**src/rtl/pipe_skid_reg.sv**
```systemverilog
// pipe_skid_reg: pipeline stage register with two-entry skid buffer, flush and saturating event counters
module pipe_skid_reg #(
  parameter int DATA_W = 64,
  parameter logic [DATA_W-1:0] FLUSH_VAL = {DATA_W{1'b0}},
  parameter int CNT_W = 16
) (
  input  logic              clk,
  input  logic              rst,
  input  logic              in_valid,
  output logic              in_ready,
  input  logic [DATA_W-1:0] in_data,
  input  logic              flush,
  output logic              out_valid,
  input  logic              out_ready,
  output logic [DATA_W-1:0] out_data,
  output logic [1:0]        occupancy,
  output logic [CNT_W-1:0]  stall_cnt,
  output logic [CNT_W-1:0]  flush_cnt
);
  logic              main_v_q, main_v_d, skid_v_q, skid_v_d;
  logic [DATA_W-1:0] main_q, main_d, skid_q, skid_d;
  logic [CNT_W-1:0]  stall_cnt_q, stall_cnt_d, flush_cnt_q, flush_cnt_d;
  logic              in_fire, out_fire, to_skid;
  assign in_ready  = !skid_v_q && !rst;
  assign out_valid = main_v_q;
  assign out_data  = main_v_q ? main_q : FLUSH_VAL;
  assign occupancy = 2'(main_v_q) + 2'(skid_v_q);
  assign stall_cnt = stall_cnt_q;
  assign flush_cnt = flush_cnt_q;
  always_comb begin
    in_fire     = in_valid && in_ready;
    out_fire    = main_v_q && out_ready;
    to_skid     = main_v_q && !skid_v_q && in_fire && !out_fire;
    main_v_d    = flush ? 1'b0 : !main_v_q ? in_fire : skid_v_q ? 1'b1 : (in_fire || !out_fire);
    main_d      = flush ? FLUSH_VAL
                : !main_v_q ? (in_fire ? in_data : main_q)
                : skid_v_q ? (out_fire ? skid_q : main_q)
                : (in_fire && out_fire) ? in_data
                : out_fire ? FLUSH_VAL : main_q;
    skid_v_d    = flush ? 1'b0 : skid_v_q ? !out_fire : to_skid;
    skid_d      = flush ? FLUSH_VAL
                : skid_v_q ? (out_fire ? FLUSH_VAL : skid_q)
                : to_skid ? in_data : skid_q;
    stall_cnt_d = (main_v_q && !out_ready && !(&stall_cnt_q)) ? stall_cnt_q + CNT_W'(1) : stall_cnt_q;
    flush_cnt_d = (flush && !(&flush_cnt_q)) ? flush_cnt_q + CNT_W'(1) : flush_cnt_q;
  end
  always_ff @(posedge clk) begin
    if (rst) begin
      main_v_q    <= 1'b0;
      skid_v_q    <= 1'b0;
      main_q      <= FLUSH_VAL;
      skid_q      <= FLUSH_VAL;
      stall_cnt_q <= '0;
      flush_cnt_q <= '0;
    end else begin
      main_v_q    <= main_v_d;
      skid_v_q    <= skid_v_d;
      main_q      <= main_d;
      skid_q      <= skid_d;
      stall_cnt_q <= stall_cnt_d;
      flush_cnt_q <= flush_cnt_d;
    end
  end
endmodule

```
**config.mk**
```make
export PLATFORM = sky130hd
export DESIGN_NAME = pipe_skid_reg
export DESIGN_NICKNAME = d
export VERILOG_FILES = /design/src/rtl/pipe_skid_reg.sv
export SDC_FILE = /design/constraint.sdc
export NUM_CORES = 1
export LEC_CHECK = 0
export ABC_AREA = 0
export CORE_ASPECT_RATIO = 2
export CORE_MARGIN = 10
export CORE_UTILIZATION = 40
export DETAILED_ROUTE_END_ITERATION = 6
export GPL_TIMING_DRIVEN = 0
export HOLD_SLACK_MARGIN = 0.12
export MAX_ROUTING_LAYER = met4
export PLACE_DENSITY_LB_ADDON = 0.2
export SLEW_MARGIN = 40
export SYNTH_ARGS = -nofsm -noshare
export SYNTH_HDL_FRONTEND = slang
export SYNTH_SLANG_ARGS = --single-unit
```
**constraint.sdc**
```tcl
create_clock -name clk -period 5.1 [get_ports clk]
set_input_delay 1.02 -clock clk [delete_from_list [all_inputs] [get_ports clk]]
set_output_delay 1.02 -clock clk [all_outputs]
set_load 0.01 [all_outputs]
```
[Word-level counts from Yosys, hierarchy flattened]
Cells that the tools add are included.
Storage, ports and cells
  flip-flop bits (word level): 162
  word-level logic and storage cells: 48
Operators by class
  add/subtract/negate cells: 3
  eq/ne operators: 3
  muxes and demuxes: 12
  reduce and logical (&&, ||, !) cells: 24
Operators with widths (number)
  $mux 64: 9
  $add 16x1->16 const B: 2
  $reduce_and 16->1: 2
  $logic_and 1x1->1: 10
  $logic_not 1->1: 6
  $reduce_bool 2->1: 2
  $mux 1: 3
  $ne 3x1->1 const B: 1
  $ne 3x2->1 const B: 1
  $reduce_and 3->1: 1
  $add 1x1->2: 1
  $ne 2x1->1 const B: 1
  $reduce_and 2->1: 1
  $reduce_or 2->1: 1
  $logic_or 1x1->1: 1

[Longest topological paths before layout]
Gate-level depths: netlist of run 1.
  word-level depth: 7
  mapped depth: 7
  depth with buffers taken out: 5

[Least setup slack after synthesis of run 1]
OpenSTA, ideal clock, no wires.
  path type: input port to output port
  start point: input port rst
  end point: output port in_ready
  arrival time: 1.384 ns
  setup slack: 2.696 ns
  stages: 2
  path buffers: 1
  path through: buf_2 > nor2_2
Between the ends
  longest elaborated chain between the ends: 2
Ends and longest elaborated chain
  from (decl): RTL line 8  | input logic rst,
  $logic_not 1->1: RTL line 24  | assign in_ready = !skid_v_q && !rst;
  $logic_and 1x1->1: RTL line 24
  to (decl): RTL line 10  | output logic in_ready,
No other way between the ends.

[Final worst setup path of run 1]
  start point: register main_v_q, in the netlist out_valid
  end point: output port out_data[23]
Between the ends
  longest elaborated chain between the ends: 1
Ends and longest elaborated chain
  from (decl): RTL line 20  | logic main_v_q, main_v_d, skid_v_q, skid_v_d;
  from (signal assigned): RTL line 56  | main_v_q <= main_v_d;
  $mux 64: RTL line 26  | assign out_data = main_v_q ? main_q : FLUSH_VAL;
  to (decl): RTL line 15  | output logic [DATA_W-1:0] out_data,
No other way between the ends.

==> results of run 1 <==
==> power by group <==
group          internal (mW)  switching, mW  leakage (nW)  total, mW
clock                  0.837          0.541         0.295       1.38
sequential              1.29         0.0139          1.31       1.31
combinational          0.110          0.139          1.61      0.249
total                   2.24          0.694          3.22       2.93
==> layer usage <==
metal  track usage [%]  vias up  part of all wire (%)
met5                 -        -                     0
met3             4.754       40                   5.7
met1             18.57     3326                    35
met2             36.68      209                    57
li1                  -     3487                     -
met4             8.359        0                   2.7
==> synthesized netlist by cell type, drive strengths merged (15+ instances only) <==
| master | number |
|---|---|
| clkbuf | 48 |
| dfxtp | 162 |
| nor3 | 70 |
| buf | 28 |
| nand3 | 74 |
| a221oi | 65 |
| or3 | 15 |
| nor2 | 79 |
| and2 | 66 |
| nand2 | 76 |
| a21oi | 89 |
| o21ai | 16 |
==> cell type report <==
class	instances	area (um^2)	area share, %
Multi-Input combinational cell	617	3501	36.38
Buffer	76	316.6	3.289
Clock buffer	21	450.4	4.680
Inverter	5	18.77	0.1950
Timing Repair Buffer	165	1652	17.16
Antenna cell	1	2.502	0.02600
Sequential cell	162	3243	33.70
Clock inverter	11	177.7	1.846
Tap cell	210	262.8	2.730
==> critical path, delay by kind of cell, from the launching register on <==
family / cells / cell delay [ns]
DFF: 1 / 0.46
and+or+nand+nor: 1 / 0.22
buffers and inverters: 4 / 1.71
==> kinds of logic (layout without fill, tap and decap cells) <==
group | Yosys count | after routing
mux | 3 | 3
compound gates | 188 | 188
fa+ha+maj | 4 | 4
flops | 162 | 162
other cells | 0 | 1
xor+xnor | 2 | 2
simple gates | 420 | 420
buf+inv | 81 | 278
==> final timing paths <==
check / start / endpoint / slack [ns] / depth (start not counted)
worst max-delay path: out_valid / out_data[23] / 1.26 / 5
worst min-delay path: skid_q[63] / skid_q[63] / 0.47 / 2
worst max register to register: out_valid / main_q[49] / 2.87 / 6
worst min register to register: skid_q[63] / skid_q[63] / 0.47 / 2
==> metrics by stage <==
stage | setup slack [ns] | util, %
after global placement | 1.642 | 51.77
final | 1.256 | 55.45
after CTS | 1.169 | 55.44
after global routing | 1.104 | 55.45
after floorplan | 2.696 | -
after detailed placement | 1.639 | 51.82
==> state kept, by name (all words and copies together) (netlist names) <==
name / cells
main_q: 64
out_valid: 1
stall_cnt: 16
skid_v_q: 1
flush_cnt: 16
skid_q: 64
==> impl_metrics.json, run 1 <==
{
  "status": "complete, no violations",
  "clk_latency_ns": 0.44,
  "start_util_pct": 40.74,
  "die_area_mm2": 0.02372,
  "final_area_mm2": 0.009624,
  "drc_errors": 0,
  "path_max_fanout": 10,
  "peakVddDrop_mv": 0.2214,
  "h-tree-depth": 4,
  "cts_buffers": 17,
  "cts_buffer_depth": 2,
  "synth_adder_area_share_pct": 0.7078,
  "mostFrequentLayoutCells": "clkdlybuf4s50_1 (165), dfxtp_1 (162), a21oi_1 (89)",
  "cts.repair.resized": 0,
  "cts_root_buf": "clkbuf_16",
  "max_stage_delay_ns": 0.55,
  "die_y_um": 208.0,
  "final.setup_skew_ns": 0.007840,
  "nets": 1117,
  "synth_compound_area_share_pct": 17.82,
  "synth_warnings": 0,
  "whs_ns": 0.4662,
  "cp_cell_sequence": "buf_2, clkbuf_1, clkbuf_1, and2_1, clkdlybuf4s50_1",
  "netlist_instances": 860,
  "synth_seq_cells": 162,
  "worst_setup_path_start_kind": "flop",
  "ys_async_sr_fraction_pct": 0,
  "rsz0062_at_grt": "false",
  "maxCapViolCount": 0,
  "yosys.area_share.simple_pct": 30.19,
  "postCtsSetupBuffers": 0,
  "finalSetupViolations": 0,
  "slew_violations": 0,
  "syn-num-nets": 933,
  "stdcell_count": 1268,
  "worstSetupPathType": "reg -> out",
  "post-route-period-util_pct": 75.38,
  "finalPower_mw": 2.933,
  "cts_hold_buf": 0,
  "synth-edff-count": 0,
  "dp.cells": 1235,
  "powerDensity_mw_per_mm2": 304.7,
  "ys_top_cells_by_area": "dfxtp_1 (46%), a221oi_1 (8.1%), a21oi_1 (6.3%)",
  "ioPinCount": 169,
  "cts_tree": "built",
  "viasPerCell": 5.569,
  "critPathArrivalTime_ns": 2.82,
  "dpl-instance-area_mm2": 0.008994,
  "drive_gt1_share_pct": 6.149,
  "grt_pass1_wl_mm": 36.92,
  "grt_use_total_pct": 19.81,
  "slew-limit-headroom_pct": 53.74,
  "dieWidth_um": 114.0,
  "port_buffers": 165,
  "synth_sequential_area_ratio_pct": 45.87,
  "fillerInstances": 1663,
  "synth_top_family_by_area": "simple AND/OR/NAND/NOR gates",
  "core_area_mm2": 0.01736,
  "grt.overflow.total": 0,
  "synth_area_mm2": 0.007071,
  "cts_sinks": 162,
  "grt_start_max_net_pins": 17,
  "synth_cell_types": 42,
  "worst_path_most_repeated_cell": "clkbuf_1",
  "leakagePower_nw": 3.219,
  "slowest_stage": "clkdlybuf4s50_1",
  "yosysTopAreaCell": "dfxtp_1",
  "post_drt_wl_per_cell_um": 18.40,
  "final_common_cell": "clkdlybuf4s50_1",
  "antenna_found_initial": 1,
  "place.gp.congestion": 0.8981,
  "drtIter0Drc": 334,
  "rows": 68,
  "hold_viol_final": 0,
  "tightest_slew_ns": 0.6939,
  "grt_pass1_vias": 7079,
  "cp_data_required_time_ns": 4.08,
  "postRouteAntennaNets": 0,
  "dp_hpwl_mm": 17.61,
  "synthXorXnorAreaFrac_pct": 0.2477,
  "num_vias": 7062,
  "avgSynthCellArea_um2": 8.222,
  "wl_mm": 23.33,
  "synthMuxAreaShare_pct": 0.4247,
  "clkTransAtPathRegs_ns": 0.06,
  "timing.fmax_ghz": 0.2601,
  "setup-tns-final_ns": 0,
  "hold_class": "reg -> reg",
  "synth_top_area_share_pct": 45.87,
  "area.growth.synth_to_final_pct": 36.12,
  "period_needed_ns": 3.844,
  "worst_setup_path_end_kind": "output pin",
  "firstDrtPassIters": 5,
  "synthFlopType": "dfxtp_1"
}
(Power assumes the default switching activity.)
==> inputs of run 2 (changes only) <==
Clock period 5.1 ns to 3.2 ns, I/O delays scaled along.
==> impl_metrics.json, run 2 (synthesis gave the netlist of run 1 again) <==
{
  "status": "complete, no violations",
  "fillerInstances": 1665,
  "rows": 68,
  "peakVddDrop_mv": 0.3535,
  "top_layer": "met4",
  "place.gp.congestion": 0.8981,
  "reg_top3": "main_q x64, skid_q x64",
  "cts_sinks": 162,
  "drive_gt1_share_pct": 6.623,
  "drc_errors": 0,
  "clkTransAtPathRegs_ns": 0.06,
  "whs_ns": 0.4668,
  "maxCapViolCount": 0,
  "dp_hpwl_mm": 17.61,
  "wirelength_met1_mm": 8.273,
  "dr_wl_met2_mm": 13.19,
  "cts_tree": "built",
  "p_int_mw": 3.569,
  "rsz0062_at_grt": "false",
  "pwr-share-clk_pct": 47.0,
  "leakagePower_nw": 3.235,
  "preCtsSetupSlack_ns": 0.1192,
  "p_seq_share_pct": 44.5,
  "grt.overflow.total": 0,
  "start_util_pct": 40.74,
  "path_max_fanout": 10,
  "port_buffers": 165,
  "die_y_um": 208.0,
  "grt_start_max_net_pins": 17,
  "max_stage_delay_ns": 0.55,
  "stdcell_count": 1268,
  "cts_buffers": 17,
  "dr_wl_met3_mm": 1.237,
  "num_vias": 7056,
  "p_sw_mw": 1.106,
  "cts_hold_buf": 0,
  "slew-limit-headroom_pct": 54.03,
  "final.setup_skew_ns": 0.006689,
  "cp_cell_sequence": "clkbuf_4, clkbuf_4, clkbuf_2, and2_1, clkdlybuf4s50_1",
  "timing.fmax_ghz": 0.3275,
  "h-tree-depth": 4,
  "post_drt_wl_per_cell_um": 18.42,
  "combPwrFrac_pct": 8.5,
  "dpl-instance-area_mm2": 0.008994,
  "finalPower_mw": 4.675,
  "multi_input_area_mm2": 0.003501,
  "critPathArrivalTime_ns": 2.41,
  "final_area_mm2": 0.009635,
  "firstDrtPassIters": 5,
  "worstSetupPathType": "reg -> out",
  "setup-tns-final_ns": 0,
  "period_needed_ns": 3.054,
  "post-route-period-util_pct": 95.43,
  "final_util_pct": 55.51,
  "area.growth.synth_to_final_pct": 36.28,
  "hold_class": "reg -> reg",
  "critical_path_buf_inv_count": 4,
  "grt_pass1_wl_mm": 36.92,
  "viasPerCell": 5.565,
  "dp.cells": 1235,
  "hold_viol_final": 0,
  "core_area_mm2": 0.01736,
  "cts_root_buf": "clkbuf_16",
  "grt_use_total_pct": 19.81,
  "postRouteAntennaNets": 0,
  "finalSetupViolations": 0,
  "grt_pass1_vias": 7079,
  "cts_buffer_depth": 2,
  "tightest_slew_ns": 0.6896,
  "clk_latency_ns": 0.44,
  "cp_data_required_time_ns": 2.56,
  "mostFrequentLayoutCells": "clkdlybuf4s50_1 (165), dfxtp_1 (162), a21oi_1 (89)",
  "switching_share_pct": 23.65,
  "powerDensity_mw_per_mm2": 485.2,
  "register_area_mm2": 0.003243,
  "die_area_mm2": 0.02372,
  "worst_setup_path_start_kind": "flop",
  "nets": 1117,
  "antenna_found_initial": 1,
  "slew_violations": 0,
  "slowest_stage": "clkdlybuf4s50_1",
  "worst_path_most_repeated_cell": "clkbuf_4",
  "drtIter0Drc": 329,
  "cpLargestDelayFamily": "buffers and inverters",
  "fin_ws_ns": 0.1462,
  "wl_mm": 23.36,
  "dieWidth_um": 114.0,
  "final_common_cell": "clkdlybuf4s50_1",
  "worst_setup_path_end_kind": "output pin",
  "ioPinCount": 169
}
[run 2: power by group through the flow]
stage / logic [mW] / clock network, mW / registers (mW)
detailed placement: 0.400 / 0 / 2.13
global placement: 0.397 / 0 / 2.12
global route: 0.441 / 2.30 / 2.08
CTS: 0.404 / 2.23 / 2.08
finish: 0.399 / 2.20 / 2.08
floorplan: 0.201 / 0 / 2.12
[run 2: per-layer routing]
metal	up-vias	global-route usage [%]
met1	3335	18.57
met3	39	4.754
met4	0	8.359
met5	-	-
li1	3486	-
met2	196	36.68
[run 2: path summary, 6_finish.rpt]
kind | cells past startpoint | slack (ns) | from | endpoint
hold reg to reg | 2 | 0.47 | skid_q[14] | skid_q[14]
setup reg to reg | 6 | 1.00 | out_valid | main_q[49]
hold / removal | 2 | 0.47 | skid_q[14] | skid_q[14]
setup / recovery | 5 | 0.15 | out_valid | out_data[23]
[run 2: area by class of cell]
type                       instances  share of cell area, %
clock inverter                    11                  1.844
antenna                            1                0.02597
tap                              210                  2.727
multi-input combinational        617                  36.33
buffer                            76                  3.402
inverter                           5                 0.1948
timing repair buffer             165                  17.14
clock buffer                      21                  4.675
sequential                       162                  33.66
[run 2: repair_timing]
| action | in CTS | in global routing |
|---|---|---|
| resized for setup | 6 | 1 |
| buffers inserted | 0 | 0 |
| pin swaps | 0 | 0 |
| endpoints found under the setup margin | 40 | 5 |
[run 2: worst reg2reg max path, cell delays in order, from the launching register on]
cell and delay, ns:
dfxtp_1 0.46, clkbuf_4 0.29, and2_1 0.16, clkbuf_1 0.51, buf_2 0.35, a221oi_1 0.14
nor3_1 0.20
